==> src/rtl/board_ram_arbiter_pkg.sv <==
// board_ram_arbiter_pkg
//   Shared constants and types for the board-cell RAM arbiter.
//   ADDR_W/DATA_W : cell address and word widths
//   CELLS         : number of valid cells (20x20 board), addresses 0..CELLS-1
//   CLEAR_VAL     : word written to every cell by the clear sequencer
//   STARVE_MAX    : consecutive denied game cycles before game is forced through
package board_ram_arbiter_pkg;

  localparam int ADDR_W     = 9;
  localparam int DATA_W     = 16;
  localparam int CELLS      = 400;
  localparam int STARVE_MAX = 8;
  localparam int STARVE_W   = $clog2(STARVE_MAX + 1);

  // Return-pipeline lane indices.
  localparam int PORTS   = 2;
  localparam int PORT_VID = 0;
  localparam int PORT_GM  = 1;

  typedef logic [ADDR_W-1:0] addr_t;
  typedef logic [DATA_W-1:0] cell_t;

  localparam cell_t CLEAR_VAL = 16'h0;
  localparam addr_t LAST_CELL = addr_t'(CELLS - 1);

  typedef enum logic {
    CLEAR = 1'b0,
    ARB   = 1'b1
  } arb_state_t;

  // True for addresses that map onto a real board cell.
  function automatic logic in_range(input addr_t a);
    return a <= LAST_CELL;
  endfunction

endpackage

==> src/rtl/board_ram_arbiter_cell_clear_seq.sv <==
// board_ram_arbiter_cell_clear_seq
//   Address counter for the board clear. Walks 0..CELLS-1, one cell per
//   advance, then raises its done flag until the next start.
//   clk, reset_n : clock, asynchronous active-low reset
//   start        : restart the walk at address 0
//   advance      : the current address was written this cycle
//   addr         : cell address to write
//   busy         : walk in progress (done flag clear)
//   last         : addr is the final cell
module board_ram_arbiter_cell_clear_seq
  import board_ram_arbiter_pkg::*;
(
  input  logic  clk,
  input  logic  reset_n,
  input  logic  start,
  input  logic  advance,
  output addr_t addr,
  output logic  busy,
  output logic  last
);

  addr_t addr_reg;
  logic  done_reg;

  // A reset leaves the walk armed at address 0, so the board is cleared
  // without anyone having to ask.
  always_ff @(posedge clk or negedge reset_n) begin
    if (!reset_n) begin
      addr_reg <= '0;
      done_reg <= 1'b0;
    end else if (start) begin
      addr_reg <= '0;
      done_reg <= 1'b0;
    end else if (advance && !done_reg) begin
      if (addr_reg == LAST_CELL) begin
        addr_reg <= '0;
        done_reg <= 1'b1;
      end else begin
        addr_reg <= addr_reg + addr_t'(1);
      end
    end
  end

  assign addr = addr_reg;
  assign busy = !done_reg;
  assign last = (addr_reg == LAST_CELL);

endmodule

==> src/rtl/board_ram_arbiter.sv <==
// board_ram_arbiter
//   Shares one single-port synchronous board RAM between the video painter
//   and game logic, and clears the board after reset or on command.
//   clk, reset_n            : pixel clock, asynchronous active-low reset
//   clear_start/clear_busy  : clear command pulse / clear in progress
//   vid_req/addr/gnt        : video read request, address, same-cycle grant
//   vid_rvalid/rdata        : video read return (2 cycles after grant)
//   gm_req/we/addr/wdata    : game request (read or write), same-cycle grant gm_gnt
//   gm_rvalid/rdata         : game read return (reads only)
//   ram_addr/we/wdata/rdata : board RAM port; rdata valid 1 cycle after address
module board_ram_arbiter
  import board_ram_arbiter_pkg::*;
(
  input  logic  clk,
  input  logic  reset_n,
  input  logic  clear_start,
  output logic  clear_busy,
  input  logic  vid_req,
  input  addr_t vid_addr,
  output logic  vid_gnt,
  output logic  vid_rvalid,
  output cell_t vid_rdata,
  input  logic  gm_req,
  input  logic  gm_we,
  input  addr_t gm_addr,
  input  cell_t gm_wdata,
  output logic  gm_gnt,
  output logic  gm_rvalid,
  output cell_t gm_rdata,
  output addr_t ram_addr,
  output logic  ram_we,
  output cell_t ram_wdata,
  input  cell_t ram_rdata
);

  arb_state_t          state_reg, state_next;
  logic                run_reg;
  logic [STARVE_W-1:0] starve_reg, starve_next;
  logic                game_first;

  addr_t clr_addr;
  logic  clr_busy, clr_last, clr_start, clr_advance;

  // Per-lane return pipeline: stage 1 tags the RAM cycle, stage 2 holds data.
  logic  rd_issue    [PORTS];
  logic  rd_zero     [PORTS];
  logic  p1_valid_reg[PORTS];
  logic  p1_zero_reg [PORTS];
  logic  rvalid_reg  [PORTS];
  cell_t rdata_reg   [PORTS];

  board_ram_arbiter_cell_clear_seq u_clear_seq (
    .clk     (clk),
    .reset_n (reset_n),
    .start   (clr_start),
    .advance (clr_advance),
    .addr    (clr_addr),
    .busy    (clr_busy),
    .last    (clr_last)
  );

  // run_reg is low while reset is held and for the first edge after release,
  // which keeps every output at 0 during reset and starts the clear from a
  // clean edge.
  always_ff @(posedge clk or negedge reset_n) begin
    if (!reset_n) begin
      state_reg  <= CLEAR;
      run_reg    <= 1'b0;
      starve_reg <= '0;
    end else begin
      state_reg  <= state_next;
      run_reg    <= 1'b1;
      starve_reg <= starve_next;
    end
  end

  always_comb begin
    state_next  = state_reg;
    starve_next = starve_reg;
    clr_start   = 1'b0;
    clr_advance = 1'b0;
    vid_gnt     = 1'b0;
    gm_gnt      = 1'b0;
    ram_addr    = '0;
    ram_we      = 1'b0;
    ram_wdata   = '0;
    game_first  = (starve_reg == STARVE_W'(STARVE_MAX));

    if (run_reg) begin
      case (state_reg)
        CLEAR: begin
          clr_advance = 1'b1;
          ram_addr    = clr_addr;
          ram_we      = 1'b1;
          ram_wdata   = CLEAR_VAL;
          if (clr_last) begin
            state_next = ARB;
          end
          // No grants here, so a pending game request is neither served
          // nor counted as denied; a withdrawn one still clears the count.
          if (!gm_req) begin
            starve_next = '0;
          end
        end

        ARB: begin
          // Grants in this cycle still complete; the clear starts next cycle.
          if (clear_start) begin
            clr_start  = 1'b1;
            state_next = CLEAR;
          end

          if (gm_req && (!vid_req || game_first)) begin
            gm_gnt    = 1'b1;
            ram_addr  = gm_addr;
            ram_we    = gm_we && in_range(gm_addr);
            ram_wdata = gm_wdata;
          end else if (vid_req) begin
            vid_gnt   = 1'b1;
            ram_addr  = vid_addr;
          end

          if (!gm_req || gm_gnt) begin
            starve_next = '0;
          end else if (!game_first) begin
            starve_next = starve_reg + STARVE_W'(1);
          end
        end

        default: begin
          state_next = CLEAR;
        end
      endcase
    end
  end

  always_comb begin
    rd_issue[PORT_VID] = vid_gnt;
    rd_zero[PORT_VID]  = !in_range(vid_addr);
    rd_issue[PORT_GM]  = gm_gnt && !gm_we;
    rd_zero[PORT_GM]   = !in_range(gm_addr);
  end

  // Grant in T -> RAM data in T+1 -> registered result and rvalid in T+2.
  // Out-of-range reads still flow through the pipe but return 0.
  generate
    for (genvar gi = 0; gi < PORTS; gi++) begin : g_ret
      always_ff @(posedge clk or negedge reset_n) begin
        if (!reset_n) begin
          p1_valid_reg[gi] <= 1'b0;
          p1_zero_reg[gi]  <= 1'b0;
          rvalid_reg[gi]   <= 1'b0;
          rdata_reg[gi]    <= '0;
        end else begin
          p1_valid_reg[gi] <= rd_issue[gi];
          p1_zero_reg[gi]  <= rd_zero[gi];
          rvalid_reg[gi]   <= p1_valid_reg[gi];
          if (p1_valid_reg[gi]) begin
            rdata_reg[gi] <= p1_zero_reg[gi] ? '0 : ram_rdata;
          end
        end
      end
    end
  endgenerate

  assign clear_busy = run_reg && clr_busy;
  assign vid_rvalid = rvalid_reg[PORT_VID];
  assign vid_rdata  = rdata_reg[PORT_VID];
  assign gm_rvalid  = rvalid_reg[PORT_GM];
  assign gm_rdata   = rdata_reg[PORT_GM];

endmodule

==> config.mk <==
export PLATFORM = sky130hd
export DESIGN_NAME = board_ram_arbiter
export DESIGN_NICKNAME = d
export VERILOG_FILES = /design/src/rtl/board_ram_arbiter_pkg.sv /design/src/rtl/board_ram_arbiter_cell_clear_seq.sv /design/src/rtl/board_ram_arbiter.sv
export SDC_FILE = /design/constraint.sdc
export NUM_CORES = 1
export LEC_CHECK = 0
export ABC_CLOCK_PERIOD_IN_PS = 2400
export CAP_MARGIN = 20
export CORE_MARGIN = 2
export CORE_UTILIZATION = 44
export CTS_BUF_LIST = sky130_fd_sc_hd__clkbuf_8
export DETAILED_ROUTE_END_ITERATION = 6
export PLACE_DENSITY = 0.83
export REMOVE_ABC_BUFFERS = 1
export SYNTH_ARGS = -nofsm -noshare
export SYNTH_HDL_FRONTEND = slang
export SYNTH_SLANG_ARGS = --single-unit
==> constraint.sdc <==
create_clock -name clk -period 2.4 [get_ports clk]
set_clock_uncertainty 0.2 [all_clocks]
set_input_delay 0.24 -clock clk [delete_from_list [all_inputs] [get_ports clk]]
set_output_delay 0.24 -clock clk [all_outputs]
set_load 0.01 [all_outputs]
# Word level (Yosys, flattened, before mapping)
# Cells that the tools add are included.
[word_totals]
register_bits = 54
output_inout_bits = 63
[classes]
eq_ne = 4
muxes = 39
n_addsub = 2
n_reduce_logical = 17
n_bitwise = 1
n_lt_le_gt_ge = 2
[op_table]
columns = ["cell", "n"]
rows = [
  ["$mux 16", 4],
  ["$mux 9", 6],
  ["$pmux 16 s2", 1],
  ["$mux 1", 21],
  ["$le 9x9->1 const B", 2],
  ["$pmux 9 s2", 1],
  ["$mux 4", 3],
  ["$add 9x1->9 const B", 1],
  ["$eq 9x9->1 const B", 1],
  ["$pmux 4 s2", 1],
  ["$logic_not 1->1", 6],
  ["$logic_and 1x1->1", 5],
  ["$add 4x1->4 const B", 1],
  ["$eq 4x4->1 const B", 1],
  ["$pmux 1 s2", 2],
  ["$reduce_bool 2->1", 2],
  ["$ne 3x2->1 const B", 1],
  ["$reduce_and 3->1", 1],
  ["$logic_or 1x1->1", 2],
  ["$ne 2x2->1 const B", 1],
  ["$reduce_and 2->1", 1],
  ["$not 1->1", 1],
]

# Depth between registers and ports, before layout
# Gate-level depths: netlist of the first run.
[logic_depth]
depth_word = 9
ltp_mapped = 8
ltp_nobuf = 6

# By module
# A second synthesis of the first run with hierarchy kept.
[unflattened]
cells_unflattened = 306
area_unflattened_um2 = 2832.7
[modules_own_cells]
columns = ["mod", "instances", "cells_each", "area_each_um2"]
rows = [
  ["board_ram_arbiter", 1, 246, 2280.9],
  ["board_ram_arbiter_cell_clear_seq", 1, 60, 551.8],
]

# Worst setup path after synthesis of the first run
# OpenSTA, ideal clock, no wires.
[synth_path]
kind = "flip-flop to output port"
from = "register starve_reg[0]"
to = "output port ram_addr[4]"
setup_slack_ns = 0.452
path_stages_with_launch = 8
path_buffers = 1
arrival_ns = 1.508
path_cell_list = "dfrtp_1 inv_1 ha_1 nand3b_1 a21oi_1 and3_1 buf_4 a221o_1"
[synth_between]
elab_chain_cells = 6
[synth_lines]
columns = ["element", "line_no", "source"]
rows = [
  ["from (decl)", "board_ram_arbiter.sv:38", "logic [STARVE_W-1:0] starve_reg, starve_next;"],
  ["from (signal assigned)", "board_ram_arbiter.sv:73", "starve_reg <= starve_next;"],
  ["$eq 4x4->1", "board_ram_arbiter.sv:87", "game_first = (starve_reg == STARVE_W'(STARVE_MAX));"],
  ["$logic_or 1x1->1", "board_ram_arbiter.sv:113", "if (gm_req && (!vid_req || game_first)) begin"],
  ["$logic_and 1x1->1", "board_ram_arbiter.sv:113", ""],
  ["$mux 9", "board_ram_arbiter.sv:113", ""],
  ["$pmux 9 s2", "board_ram_arbiter.sv:90", "case (state_reg)"],
  ["$mux 9", "board_ram_arbiter.sv:89", "if (run_reg) begin"],
  ["to (decl)", "board_ram_arbiter.sv:30", "output addr_t ram_addr,"],
]
# Every way passes these cells.

# Final worst setup path of the first run
[layout_path]
from = "register starve_reg[0]"
to = "output port ram_wdata[12]"
[layout_between]
elab_chain_cells = 6
[layout_lines]
columns = ["element", "line_no", "source"]
rows = [
  ["$eq 4x4->1", "board_ram_arbiter.sv:87", ""],
  ["$logic_or 1x1->1", "board_ram_arbiter.sv:113", ""],
  ["$logic_and 1x1->1", "board_ram_arbiter.sv:113", ""],
  ["$mux 16", "board_ram_arbiter.sv:113", ""],
  ["$pmux 16 s2", "board_ram_arbiter.sv:90", ""],
  ["$mux 16", "board_ram_arbiter.sv:89", ""],
  ["to (decl)", "board_ram_arbiter.sv:32", "output cell_t ram_wdata,"],
]
# Every way passes these cells.

==> out/summary.txt, run 1 <==
Sequential share of the synthesized area: 49.7%
Final routed DRC violation total: 0
Async S/R FF share, synth: 100%
Violations in the final reports: negative setup slack
Switching Power: 0.556 mW
Count of distinct cell types in the synthesized netlist: 39
Capturing element type of the critical path: output port
Placed cells: 479
Register clock-pin slew on the reported worst setup and hold paths: 0.10 ns
Net count reported at finish: 482
Synth-to-Final Area Change: 57.9%
Maximum capacitance violations: 0
Final setup violation count: 1
GRT overflow: 0
Top-level I/O count: 119
Initial antenna violation count: 0
Static power due to leakage: 2.08 nW
Final core area utilization: 72.0%
Final weighted congestion in routability-driven placement: 0.817
Instance count of the mapped netlist: 283
Number of buffer cells added on primary ports: 118
Flops & latches, synth: 54
Global-route wire length before repair: 12400 µm
Clk Tree Root Cell: sky130_fd_sc_hd__clkbuf_8
Tightest slew margin relative to the limit: 62.8%
Most frequent cell after synthesis: sky130_fd_sc_hd__dfrtp_1
Power density cells: 476 nW/µm²
Clock insertion delay at the later pin of the skew report: 0.30 ns
CTS tree: built
Post-synth design cell area: 2720 µm²
Number of antenna cells inserted: 0
Type of the setup path with the least slack: reg2out
Final count of pins violating max slew: 0
Die height: 82.6 µm
Maximum clock insertion buffer count: 2
Internal: 1.49 mW
Total global-route track usage: 23.8%
Cell types occupying the most area after synthesis: sky130_fd_sc_hd__dfrtp_1, sky130_fd_sc_hd__nand3b_1, sky130_fd_sc_hd__o21ai_0, sky130_fd_sc_hd__inv_1, sky130_fd_sc_hd__and2_1
Worst path setup slack after routing: -0.0491 ns
Final non-filler cell total: 499
Vias per cell: 5.25
Number of routed nets with antenna violations: 0
Number of H-tree levels: 2
HPWL reported at the end of detailed placement: 5650 µm
Register share of total power: 51.9%
Measured slew at the worst slew-check pin: 0.555 ns
RSZ-0062 raised after global routing: yes
Die ar.: 6820 µm²
Crit path time final: 2.45 ns
Yosys synthesis warning count: 0
Syn_area_per_cell: 9.60 µm²
Area share of the largest cell type after synthesis: 49.7%
Vias in the first global route: 2575
Peak supply drop: 314 µV
Sinks on the clock net: 54
Number of synthesized flops with an enable pin: 0
Path category of the worst min-delay check: in2async
Sum Neg Setup Slack: -0.0491 ns
DR WL/cell: 16.0 µm
Max Clk Rate: 408 MHz
Core region area: 5960 µm²
Initial DRC Count: 107
Placement Rows: 28
Power after layout: 2.04 mW
Primary FF master, synth: sky130_fd_sc_hd__dfrtp_1
Pre-CTS setup slack: -0.123 ns
Cts bufs inserted: 5
Critical Path RT: 1.96 ns
Critical path startpoint category: flip-flop
Clock power share: 29.5%
Share of final-layout standard cells stronger than drive strength 1: 19.6%
List of most frequent post-synthesis cells: sky130_fd_sc_hd__dfrtp_1, sky130_fd_sc_hd__o21ai_0, sky130_fd_sc_hd__inv_1
Final critical-path share of the clock period: 102%
WL final: 7980 µm
Number of search-and-repair iterations in the first detailed-routing pass: 4
Overall die width: 82.6 µm
Combinational share of power: 18.6%
Top cell type by total area after synthesis: sky130_fd_sc_hd__dfrtp_1
Final hold vios: 0
Total number of vias: 2621
Result of the run: complete, but fails checks
CP Data Arrival Time: 2.01 ns
Filler cell count: 436
Switch share: 27.2%
Crit Path Max Fanout: 6
Starting Density: 45.6%
Pin count of the biggest net entering global routing: 34
-- worst max-delay path, cell delays in order, from the launching register on --
cell	delay, ns
sky130_fd_sc_hd__dfrtp_1	0.40
sky130_fd_sc_hd__inv_2	0.08
sky130_fd_sc_hd__ha_4	0.13
sky130_fd_sc_hd__nand3b_1	0.12
sky130_fd_sc_hd__a21oi_2	0.19
sky130_fd_sc_hd__and3_4	0.25
sky130_fd_sc_hd__buf_12	0.13
sky130_fd_sc_hd__buf_16	0.11
sky130_fd_sc_hd__buf_6	0.08
sky130_fd_sc_hd__and2_4	0.12
sky130_fd_sc_hd__buf_6	0.10
-- cell families after synthesis --
group / count (synthesis) / synth area share (%)
adder cells (fa/ha/maj): 3 / 1.38
other: 1 / 0.138
AO/OA/AOI/OAI: 79 / 18.2
AND/OR/NAND/NOR: 91 / 22.0
flip-flops: 54 / 49.7
XOR/XNOR: 2 / 0.645
buffers and inverters: 53 / 7.87
-- layout by cell type (no fill, tap or decap), types with 3 or more instances in the layout --
| cell type | count |
|---|---|
| sky130_fd_sc_hd__buf_2 | 19 |
| sky130_fd_sc_hd__nor2_1 | 5 |
| sky130_fd_sc_hd__o21ai_0 | 40 |
| sky130_fd_sc_hd__or3_1 | 3 |
| sky130_fd_sc_hd__a21oi_2 | 4 |
| sky130_fd_sc_hd__inv_1 | 38 |
| sky130_fd_sc_hd__nand4_1 | 4 |
| sky130_fd_sc_hd__nand2_1 | 10 |
| sky130_fd_sc_hd__nor3_1 | 4 |
| sky130_fd_sc_hd__buf_4 | 22 |
| sky130_fd_sc_hd__buf_12 | 3 |
| sky130_fd_sc_hd__a21oi_1 | 5 |
| sky130_fd_sc_hd__clkdlybuf4s50_1 | 89 |
| sky130_fd_sc_hd__a21o_1 | 9 |
| sky130_fd_sc_hd__and2_4 | 6 |
| sky130_fd_sc_hd__and2_1 | 10 |
| sky130_fd_sc_hd__buf_6 | 9 |
| sky130_fd_sc_hd__o21a_1 | 4 |
| sky130_fd_sc_hd__dfrtp_1 | 53 |
| sky130_fd_sc_hd__nand3_1 | 4 |
| sky130_fd_sc_hd__a22o_1 | 8 |
| sky130_fd_sc_hd__clkbuf_8 | 5 |
| sky130_fd_sc_hd__nand3b_1 | 34 |
-- per-stage QoR --
| stage | hold slack, ns | instance area [µm²] |
|---|---|---|
| after floorplan | -0.256 | 2650 |
| after global placement | 0.0352 | 4070 |
| after detailed placement | 0.0471 | 4070 |
| after CTS | 0.247 | 4300 |
| after global routing | 0.281 | 4290 |
| final | 0.229 | 4290 |
-- path summary, 6_finish.rpt --
kind                                startpoint                  end  slack, ns  depth (start not counted)
setup / recovery                 starve_reg[0]        ram_wdata[12]      -0.05                         10
hold / removal                         reset_n          gm_rdata[9]       0.23                          2
setup reg to reg           u_clear_seq.addr[0]  u_clear_seq.addr[2]       0.43                          5
hold reg to reg                   vid_rdata[9]         vid_rdata[9]       0.33                          2
max in group asynchronous              reset_n          gm_rdata[4]       1.21                          3
min in group clk                  vid_rdata[9]         vid_rdata[9]       0.33                          2
-- power groups by stage --
stage | registers [mW] | logic, mW | clock network [mW]
finish | 1.06 | 0.379 | 0.603
global route | 1.07 | 0.420 | 0.650
CTS | 1.06 | 0.381 | 0.615
detailed placement | 1.07 | 0.402 | 0
global placement | 1.07 | 0.390 | 0
floorplan | 1.05 | 0.186 | 0
-- per-layer routing --
metal	vias up	GRT usage, %	part of all wire [%]	wire length [µm]
met4	0	6.72	1.2	97
met5	-	0	0	0
met1	1263	31.7	43	3400
met3	12	4.35	6.2	496
li1	1251	-	-	-
met2	95	39.8	50	3980
-- cell type report --
cell class | instances | area (µm²) | share of cell area, %
multi-input combinational | 176 | 1190 | 27.8
tap | 75 | 93.8 | 2.19
clock inverter | 3 | 41.3 | 0.962
inverter | 39 | 146 | 3.41
sequential | 54 | 1350 | 31.5
clock buffer | 5 | 68.8 | 1.60
timing repair buffer | 147 | 1400 | 32.5
-- repair_timing --
| item | 4_1_cts | 5_1_grt |
|---|---|---|
| hold endpoints to repair | 21 | 0 |
| setup endpoints to repair | 27 | 28 |
| buffers inserted | 10 | 3 |
| hold buffers | 1 | 0 |
| gates resized for setup | 116 | 20 |
| pin swaps | 8 | 13 |
| cloned | 3 | 0 |
Power figures use the tool's default switching activity.
==> run 2: changes to the inputs <==
--- a/config.mk
+++ b/config.mk
@@ -5,13 +5,14 @@
 export SDC_FILE = /design/constraint.sdc
 export NUM_CORES = 1
 export LEC_CHECK = 0
+export ABC_AREA = 1
 export ABC_CLOCK_PERIOD_IN_PS = 2400
 export CAP_MARGIN = 20
 export CORE_MARGIN = 2
 export CORE_UTILIZATION = 44
 export CTS_BUF_LIST = sky130_fd_sc_hd__clkbuf_8
 export DETAILED_ROUTE_END_ITERATION = 6
-export PLACE_DENSITY = 0.83
+export PLACE_DENSITY = 0.82
 export REMOVE_ABC_BUFFERS = 1
 export SYNTH_ARGS = -nofsm -noshare
 export SYNTH_HDL_FRONTEND = slang
==> out/summary.txt, run 2 <==
Result of the run: finished clean
CTS tree: built
Internal: 2.14 mW
Total global-route track usage: 22.1%
Combinational share of power: 40.7%
Power after layout: 3.23 mW
Count of distinct cell types in the synthesized netlist: 31
Static power due to leakage: 2.16 nW
Crit Path Max Fanout: 17
Met2 Wirelength: 4030 µm
Pre-CTS setup slack: 0.0688 ns
List of most frequent post-synthesis cells: sky130_fd_sc_hd__inv_1, sky130_fd_sc_hd__dfrtp_1, sky130_fd_sc_hd__nand2_1
Register share of total power: 42.5%
Flops & latches, synth: 54
Total number of vias: 2799
Final non-filler cell total: 561
Number of routed nets with antenna violations: 0
Sequential share of the synthesized area: 47.4%
Type of the setup path with the least slack: reg2out
Chain of cells forming the critical path: inv_1, ha_1, nand3_2, nand2_4, nand2_8, nor2_4, inv_4, nor2_1, dlygate4sd2_1
Top routing layer in use: met4
HPWL reported at the end of detailed placement: 6040 µm
Max Clk Rate: 431 MHz
CP Data Arrival Time: 1.88 ns
Top library cells by usage in the layout, fill and taps aside: sky130_fd_sc_hd__inv_1, sky130_fd_sc_hd__clkdlybuf4s50_1, sky130_fd_sc_hd__dfrtp_1
Clock insertion delay at the later pin of the skew report: 0.31 ns
Number of buffer cells added on primary ports: 118
Initial antenna violation count: 0
Overall die width: 84.5 µm
Sinks on the clock net: 54
Filler cell count: 519
Final routed DRC violation total: 0
Number of synthesized flops with an enable pin: 0
Placement Rows: 29
Top-level I/O count: 119
Post-synth design cell area: 2850 µm²
Main combinational cell family by area after synthesis: simple AND/OR/NAND/NOR gates
Die height: 84.5 µm
Vias in the first global route: 2725
Clk Tree Root Cell: sky130_fd_sc_hd__clkbuf_8
Critical Path RT: 1.96 ns
RSZ-0062 raised after global routing: no
Power density cells: 773 nW/µm²
Number of H-tree levels: 2
Final weighted congestion in routability-driven placement: 0.944
Net count reported at finish: 542
Global-route wire length before repair: 12900 µm
Tightest slew margin relative to the limit: 59.2%
Crit path time final: 2.32 ns
Switching Power: 1.09 mW
Primary FF master, synth: sky130_fd_sc_hd__dfrtp_1
Share of final-layout standard cells stronger than drive strength 1: 10.5%
Capturing element type of the critical path: output port
Cts bufs inserted: 5
Final setup violation count: 0
Placed cells: 551
Final core area utilization: 66.2%
Adder-cell share of the synthesized area: 1.32%
Multiplexer share of the synthesized area: 0%
Most common cell after layout, fill and taps aside: sky130_fd_sc_hd__inv_1
Async S/R FF share, synth: 100%
Worst path setup slack after routing: 0.0791 ns
DR WL/cell: 13.9 µm
Pin count of the biggest net entering global routing: 30
WL final: 7820 µm
Synth-to-Final Area Change: 46.7%
Final hold vios: 0
Measured slew at the worst slew-check pin: 0.611 ns
Met3 wirelength from detailed routing: 451 µm
Number of search-and-repair iterations in the first detailed-routing pass: 5
M1 WL: 3310 µm
Maximum capacitance violations: 0
Syn_area_per_cell: 7.90 µm²
Instance count of the mapped netlist: 361
Number of antenna cells inserted: 0
Peak supply drop: 539 µV
Critical path startpoint category: flip-flop
Top cell type by total area after synthesis: sky130_fd_sc_hd__dfrtp_1
Vias per cell: 4.99
Yosys synthesis warning count: 0
Cell types occupying the most area after synthesis: sky130_fd_sc_hd__dfrtp_1, sky130_fd_sc_hd__inv_1, sky130_fd_sc_hd__o22ai_1, sky130_fd_sc_hd__nand2_1, sky130_fd_sc_hd__nand3_1
Register clock-pin slew on the reported worst setup and hold paths: 0.10 ns
Starting Density: 45.1%
Path category of the worst min-delay check: in2async
Maximum clock insertion buffer count: 2
Clock power share: 16.8%
GRT overflow: 0
Final critical-path share of the clock period: 96.7%
Biggest cell delay along the critical path: 0.40 ns
Initial DRC Count: 171
Sum Neg Setup Slack: 0 ns
Switch share: 33.9%
Area fraction in compound gates after synthesis: 13.9%
Library cell contributing the largest single delay on the critical path: sky130_fd_sc_hd__dfrtp_1
Core region area: 6310 µm²
Die ar.: 7140 µm²
Fraction of the mapped netlist area in simple logic gates: 20.9%
Most frequent cell after synthesis: sky130_fd_sc_hd__inv_1
Final count of pins violating max slew: 0
XOR/XNOR share of the synthesized area: 0.615%
Area share of the largest cell type after synthesis: 47.4%
==> run 2: metal layers <==
layer / vias to the layer above / track usage (%)
met5: - / 0
met4: 0 / 3.75
met3: 4 / 3.93
met2: 103 / 38.9
met1: 1328 / 28.9
li1: 1364 / -
==> run 2: layout make-up <==
cell class | count | area, µm² | share of cell area, %
flip-flops and latches | 54 | 1350 | 32.3
repair buffers | 129 | 1210 | 28.8
multi-input cells | 196 | 1060 | 25.3
inverters | 97 | 369 | 8.83
well taps | 77 | 96.3 | 2.30
clock buffers | 6 | 82.6 | 1.97
clock inverters | 2 | 17.5 | 0.419
==> run 2: power groups by stage <==
stage                     sequential, mW  combinational [mW]  clock, mW
final                               1.37                1.31      0.544
after global routing                1.42                1.44      0.589
after CTS                           1.37                1.32      0.554
after detailed placement            1.39                1.35          0
after global placement              1.38                1.31          0
after floorplan                     1.48               0.459          0
==> run 2: kinds of logic after synthesis <==
family,Yosys count
buffers and inverters,111
other,1
adders and majority gates,3
and+or+nand+nor,122
xor gates and xnor gates,2
DFF,54
AOI/OAI and AO/OA,68
==> run 2: critical path, delay by kind of cell, from the launching register on <==
family	cells	cell delay, ns
fa+ha+maj	1	0.15
buf+inv	3	0.46
flops	1	0.40
simple gates	5	0.56
==> run 2: path summary, 6_finish.rpt <==
| path | from | end | slack [ns] | cells past startpoint |
|---|---|---|---|---|
| max | starve_reg[1] | ram_wdata[6] | 0.08 | 9 |
| min | reset_n | gm_rdata[6] | 0.26 | 2 |
| max reg2reg | p1_valid_reg[0] | gm_rdata[6] | 0.56 | 2 |
| min reg2reg | gm_rdata[3] | gm_rdata[3] | 0.33 | 2 |
| max in group asynchronous | reset_n | u_clear_seq.addr[2] | 1.17 | 3 |
| min in group clk | gm_we | p1_valid_reg[0] | 0.29 | 2 |
==> run 2: stage by stage <==
step,instance area [µm²],hold WS [ns]
after floorplan,2770,-0.256
after global placement,4120,0.0700
after detailed placement,4120,0.0774
after global routing,4180,0.305
final,4180,0.261
after CTS,4200,0.271
==> run 2: what timing repair did <==
| item | in CTS | in global routing |
|---|---|---|
| setup buffers | 0 | 1 |
| endpoints found under the setup margin | 28 | 25 |
| hold buffers | 1 | 0 |
| resized for setup | 29 | 25 |
| hold endpoints to repair | 25 | 0 |
==> run 3: changes to the inputs <==
--- a/config.mk
+++ b/config.mk
@@ -7,7 +7,7 @@
 export LEC_CHECK = 0
 export ABC_AREA = 1
 export ABC_CLOCK_PERIOD_IN_PS = 2400
-export CAP_MARGIN = 20
+export CAP_MARGIN = 30
 export CORE_MARGIN = 2
 export CORE_UTILIZATION = 44
 export CTS_BUF_LIST = sky130_fd_sc_hd__clkbuf_8
==> results of run 3 <==
Final layout, timing and power as in run 2 (identical DEF).
